===== src/rtl/pipeline_pkg.sv =====
// Shared definitions for the instruction-load path in front of the fetch stage.
// Contents: loader state encoding, instruction width, default halt word.
// No ports; imported by program_loader and byte_assembler.
package pipeline_pkg;

    localparam int          INSTR_W           = 32;
    localparam logic [31:0] HALT_WORD_DEFAULT = 32'hFFFF_FFFF;

    typedef enum logic [2:0] {
        ST_IDLE  = 3'd0,
        ST_RECV  = 3'd1,
        ST_WRITE = 3'd2,
        ST_DONE  = 3'd3,
        ST_ERROR = 3'd4
    } loader_state_t;

endpackage


===== src/rtl/byte_assembler.sv =====
// Packs four consecutive bytes (first byte = MSB) into one 32-bit instruction word.
// Ports: clk/rst, i_clear (sync clear), i_enable + i_valid/i_byte (byte input),
//        o_word (word including the current byte), o_word_ready (4th-byte pulse), o_byte_count.
module byte_assembler
    import pipeline_pkg::*;
(
    input  logic               clk,
    input  logic               rst,
    input  logic               i_clear,
    input  logic               i_enable,
    input  logic               i_valid,
    input  logic [7:0]         i_byte,
    output logic [INSTR_W-1:0] o_word,
    output logic               o_word_ready,
    output logic [1:0]         o_byte_count
);

    logic [INSTR_W-1:0] r_shift;
    logic [1:0]         r_count;
    logic               w_shift;

    assign w_shift = i_enable && i_valid;

    always_ff @(posedge clk) begin
        if (rst || i_clear) begin
            r_shift <= '0;
            r_count <= 2'd0;
        end else if (w_shift) begin
            r_shift <= {r_shift[INSTR_W-9:0], i_byte};
            r_count <= r_count + 2'd1;   // wraps 3 -> 0 on the 4th byte
        end
    end

    // The completed word is presented in the same cycle as its 4th byte so the
    // loader can latch it on the capturing edge without an extra stage.
    assign o_word       = {r_shift[INSTR_W-9:0], i_byte};
    assign o_word_ready = w_shift && (r_count == 2'd3);
    assign o_byte_count = r_count;

endmodule


===== src/rtl/program_loader.sv =====
// Loads a program from a UART byte stream into instruction memory through the
// fetch stage's load port, holding fetch in load mode until the halt word is written.
// Ports: clk/rst, inStart, inRxData/inRxValid in; outLoadProgram, outAddress,
//        outDataInstruction, outWrInstruction, outWordCount, outDone, outError out.
// Optional: define LOADER_TIMEOUT_EN to abort a stalled load after TIMEOUT_CYCLES idle cycles.
module program_loader
    import pipeline_pkg::*;
#(
    parameter int          MEM_DEPTH      = 256,
    parameter logic [31:0] HALT_WORD      = HALT_WORD_DEFAULT,
    parameter int          TIMEOUT_CYCLES = 1_000_000
)(
    input  logic               clk,
    input  logic               rst,
    input  logic               inStart,
    input  logic [7:0]         inRxData,
    input  logic               inRxValid,
    output logic               outLoadProgram,
    output logic [31:0]        outAddress,
    output logic [INSTR_W-1:0] outDataInstruction,
    output logic               outWrInstruction,
    output logic [31:0]        outWordCount,
    output logic               outDone,
    output logic               outError
);

    localparam logic [31:0] LAST_INDEX = 32'(MEM_DEPTH - 1);

    loader_state_t      r_state;
    loader_state_t      w_next_state;
    logic [31:0]        r_address;
    logic [31:0]        r_word_count;
    logic [INSTR_W-1:0] r_data;

    logic               w_start_ok;
    logic               w_in_recv;
    logic [INSTR_W-1:0] w_asm_word;
    logic               w_word_ready;
    logic [1:0]         w_byte_count;
    logic               w_timeout;

    assign w_in_recv  = (r_state == ST_RECV);
    assign w_start_ok = inStart &&
                        ((r_state == ST_IDLE) || (r_state == ST_DONE) || (r_state == ST_ERROR));

    byte_assembler u_asm (
        .clk          (clk),
        .rst          (rst),
        .i_clear      (w_start_ok),
        .i_enable     (w_in_recv),
        .i_valid      (inRxValid),
        .i_byte       (inRxData),
        .o_word       (w_asm_word),
        .o_word_ready (w_word_ready),
        .o_byte_count (w_byte_count)
    );

`ifdef LOADER_TIMEOUT_EN
    localparam logic [31:0] TIMEOUT_LIMIT = 32'(TIMEOUT_CYCLES);

    logic [31:0] r_idle;

    // Counts idle RECV cycles; outside RECV it sits at zero so every entry starts fresh.
    always_ff @(posedge clk) begin
        if (rst || !w_in_recv || inRxValid) begin
            r_idle <= '0;
        end else if (r_idle != TIMEOUT_LIMIT) begin
            r_idle <= r_idle + 32'd1;
        end
    end

    // A load that has not started yet may wait forever; once any byte or word
    // has arrived, a stalled stream is abandoned without writing the partial word.
    assign w_timeout = w_in_recv && !inRxValid && (r_idle == TIMEOUT_LIMIT) &&
                       ((w_byte_count != 2'd0) || (r_word_count != 32'd0));
`else
    localparam logic [31:0] UNUSED_TIMEOUT = 32'(TIMEOUT_CYCLES);
    logic w_unused_byte_count;

    assign w_unused_byte_count = ^w_byte_count;
    assign w_timeout           = 1'b0;
`endif

    always_comb begin
        w_next_state = r_state;
        case (r_state)
            ST_IDLE, ST_DONE, ST_ERROR: begin
                if (inStart) w_next_state = ST_RECV;
            end
            ST_RECV: begin
                if (w_word_ready)   w_next_state = ST_WRITE;
                else if (w_timeout) w_next_state = ST_ERROR;
            end
            ST_WRITE: begin
                // Halt wins over memory-full: a halt in the last slot is a valid program.
                if (r_data == HALT_WORD)                         w_next_state = ST_DONE;
                else if (r_word_count + 32'd1 == 32'(MEM_DEPTH)) w_next_state = ST_ERROR;
                else                                             w_next_state = ST_RECV;
            end
            default: w_next_state = ST_IDLE;
        endcase
    end

    always_ff @(posedge clk) begin
        if (rst) begin
            r_state      <= ST_IDLE;
            r_address    <= '0;
            r_word_count <= '0;
            r_data       <= '0;
        end else begin
            r_state <= w_next_state;
            if (w_start_ok) begin
                r_address    <= '0;
                r_word_count <= '0;
            end
            if (w_word_ready) begin
                r_data <= w_asm_word;
            end
            if (r_state == ST_WRITE) begin
                r_word_count <= r_word_count + 32'd1;
                // Saturate so the index never points past the last memory word.
                if (r_address != LAST_INDEX) begin
                    r_address <= r_address + 32'd1;
                end
            end
        end
    end

    assign outLoadProgram     = (r_state == ST_RECV) || (r_state == ST_WRITE);
    assign outWrInstruction   = (r_state == ST_WRITE);
    assign outDone            = (r_state == ST_DONE);
    assign outError           = (r_state == ST_ERROR);
    assign outAddress         = r_address;
    assign outWordCount       = r_word_count;
    assign outDataInstruction = r_data;

endmodule


===== config.mk =====
export PLATFORM = sky130hd
export DESIGN_NAME = program_loader
export DESIGN_NICKNAME = d
export VERILOG_FILES = /design/src/rtl/pipeline_pkg.sv /design/src/rtl/byte_assembler.sv /design/src/rtl/program_loader.sv
export SDC_FILE = /design/constraint.sdc
export NUM_CORES = 1
export LEC_CHECK = 0
export ABC_AREA = 1
export BUFFER_PORTS_ARGS = -buffer_cell sky130_fd_sc_hd__buf_2
export CELL_PAD_IN_SITES_DETAIL_PLACEMENT = 1
export CELL_PAD_IN_SITES_GLOBAL_PLACEMENT = 1
export CORE_UTILIZATION = 36
export DETAILED_ROUTE_END_ITERATION = 12
export PLACE_DENSITY_LB_ADDON = 0.1
export SYNTH_ARGS = -nofsm -noshare
export SYNTH_HDL_FRONTEND = slang
export SYNTH_SLANG_ARGS = --single-unit

===== constraint.sdc =====
create_clock -name clk -period 2 [get_ports clk]
set_clock_uncertainty 0.15 [all_clocks]
set_input_delay 0.6 -clock clk [delete_from_list [all_inputs] [get_ports clk]]
set_output_delay 0.6 -clock clk [all_outputs]
set_load 0.005 [all_outputs]

==> flow_summary.toml <==
[floorplan]
core-area_um2 = 18800
dieHeight_um = 140
io_pins = 112
dieArea_um2 = 19700
start_util = 0.367
rows = 50
die_width_um = 140

[routing]
vias = 7539
met1_length_um = 11400
avgViaCountPerCell = 5.01
drc = 0
dr.pass1.iters = 4
drt.antenna.violating_nets = 0
totalWireLength_um = 24900
dr_wl_met2_um = 12400
routed.top_layer = "met4"
dr.first_iter.drc_count = 286
wl_per_cell_um = 16.5
route.met3.wl_um = 688

[worst_setup_path]
r2r_cells = 13
r2r-end = "r_state[0]"
critPathKind = "reg2out"
cp-start-kind = "register"
cp.required_ns = 1.25
critPathArrivalTime_ns = 1.33
crit_path_max_fanout = 4
rrSetupSlack_ns = -0.03
rr_startpoint = "outWordCount[6]"
end_kind = "output port"

[layout]
multiInputGateArea_um2 = 4120
fin_area_um2 = 9720
diodes = 0
final_nets = 1273
fillers = 2481
area_delta_synth_final_pct = 41.0
drive_gt1_frac = 0.354
seq_area_um2 = 2550

[yosys]
synth_fp_nets = 1048
ys_warn_count = 0
synth_area_leader_cell = "dfxtp_1"
syn_area_um2 = 6900
synth-edff-count = 0
synthArstFlopShare = 0
synth_seq_cells = 125
yosysMostFrequentCell = "nand2_1"
syn_inst = 1033
synthFlopType = "dfxtp_1"
synth.top_cell.area_share = 0.363
synth.distinct_cells = 35
postSynthAreaPerCell_um2 = 6.68
synth_commonest_cells = "314 x nand2_1, 125 x dfxtp_1, 121 x inv_1"
synth_seq_area_share = 0.363
synth_area_leaders = "dfxtp_1 36%, nand2_1 17%, inv_1 6.6%, a21oi_1 6.4%, nor2_1 4.9%"

[grt]
antenna_found_initial = 0
grt_usage = 0.250
grt_max_degree = 65
grt_pass1_vias = 7661
grt_overflow_total = 0
grt_pass1_wl_um = 38900

[sta]
rsz0062_at_grt = "true"
fmax_ghz = 0.481
hold_viol = 0
worst_slew_margin_rel = 0.622
min_period_ns = 2.08
setup_viol = 6
finalSetupTns_ns = -0.264
report.final.slew_viol_count = 0
setup_slack_ns = -0.0799
tightestPinTransition_ns = 0.568
min_period_over_period = 1.04

[clocking]
worstSkewPairLatency_ns = 0.42
htreeDepth = 4
cts_buffers = 17
cts_tree = "built"
cts_root_buf = "clkbuf_16"
clock_path_buffers = 2
cts.sinks = 125
path_clk_slew_ns = 0.06

[place]
dp_hpwl_um = 17600
io_buffers = 111
place_ws_ns = -0.123
placed_area_um2 = 8450
gp_congestion = 0.901

[power]
p_per_area_nw_per_um2 = 607
p_leak_nw = 4.51
total_power_w = 0.00591
peakVddDrop_mv = 0.583

[status]
outcome = "finished with violations"
violations = "setup timing"

[hold_path]
min_path_cells = 2
hp-start = "outDataInstruction[15]"
hp-class = "reg2reg"
holdPathEnd = "outDataInstruction[15]"

[job]
cap_violations = 0
[routing by layer]
metal | track usage | vias to the layer above
met3 | 0.0397 | 30
met5 | 0 | -
li1 | - | 3748
met4 | 0.0723 | 0
met1 | 0.320 | 3627
met2 | 0.433 | 134
[cell families (layout without fill, tap and decap cells)]
logic type	Yosys count	count (layout)	share of synthesized area
xor gates and xnor gates	24	24	0.0305
DFF	125	125	0.363
adders and majority gates	3	3	0.00544
and+or+nand+nor	550	550	0.362
muxes	25	25	0.0408
AOI/OAI and AO/OA	145	145	0.109
buffers and inverters	161	398	0.0902
[per-stage QoR]
step | cells | hold slack (ns) | util
6_report | 1504 | 0.306 | 0.518
5_1_grt | 1504 | 0.328 | 0.518
4_1_cts | 1490 | 0.311 | 0.495
3_5_place_dp | 1446 | 0.301 | 0.450
3_3_place_gp | 1446 | 0.296 | 0.450
2_1_floorplan | 1033 | 0.303 | -
[how the worst max path moves through the flow]
stage | start | endpoint | slack [ns] | depth (start not counted)
6_report | r_state[0] | outLoadProgram | -0.08 | 4
5_1_grt | outWordCount[0] | r_state[0] | -0.15 | 14
4_1_cts | r_state[1] | outLoadProgram | -0.08 | 5
3_5_place_dp | outWordCount[1] | r_state[0] | -0.12 | 12
3_3_place_gp | outWordCount[1] | r_state[0] | -0.08 | 12
2_1_floorplan | outWordCount[0] | r_state[0] | 0.02 | 14
[worst max-delay path, cell delays in order (launching register included)]
cell	delay, ns
dfxtp_4	0.38
nor3_4	0.27
inv_2	0.07
nand2_2	0.09
buf_2	0.11
[placed cells by master, fill, tap and decap left out, drive strengths merged, types with 2 or more instances in the layout]
cell      n
bufinv    2
dfxtp   125
o21ai    49
nand3b   12
nor2    108
buf     241
clkinv    5
o21bai    6
nand2   326
clkbuf   20
nor4     10
inv     129
xnor2     5
mux2     25
a21oi    89
xor2     19
nand4    11
ha        3
nand3    58
nor3     23
[flip-flops by register name, summed over array words and instances (netlist names)]
name                cells
outWordCount           32
outAddress             32
outDataInstruction     32
u_asm.o_byte_count      2
r_state                 3
u_asm.r_shift          24
[report_power, final]
part / internal, W / total (W) / switching [W]
registers: 0.00249 / 0.00250 / 0.00000860
logic: 0.0000930 / 0.000245 / 0.000152
clock network: 0.00190 / 0.00316 / 0.00126
[final cells by class]
type | instances | area share
multi-input cells | 747 | 0.424
flip-flops and latches | 125 | 0.262
repair buffers | 243 | 0.174
inverters | 124 | 0.0486
clock buffers | 18 | 0.0452
well taps | 234 | 0.0301
clock inverters | 13 | 0.0161
[timing repair]
item,in CTS,in global routing
gates cloned,0,4
hold buffers,0,0
setup buffers,13,12
gates resized for setup,51,99
pin swaps,20,26
endpoints found under the setup margin,15,64
Note: power is estimated with default switching activity, not from simulation.
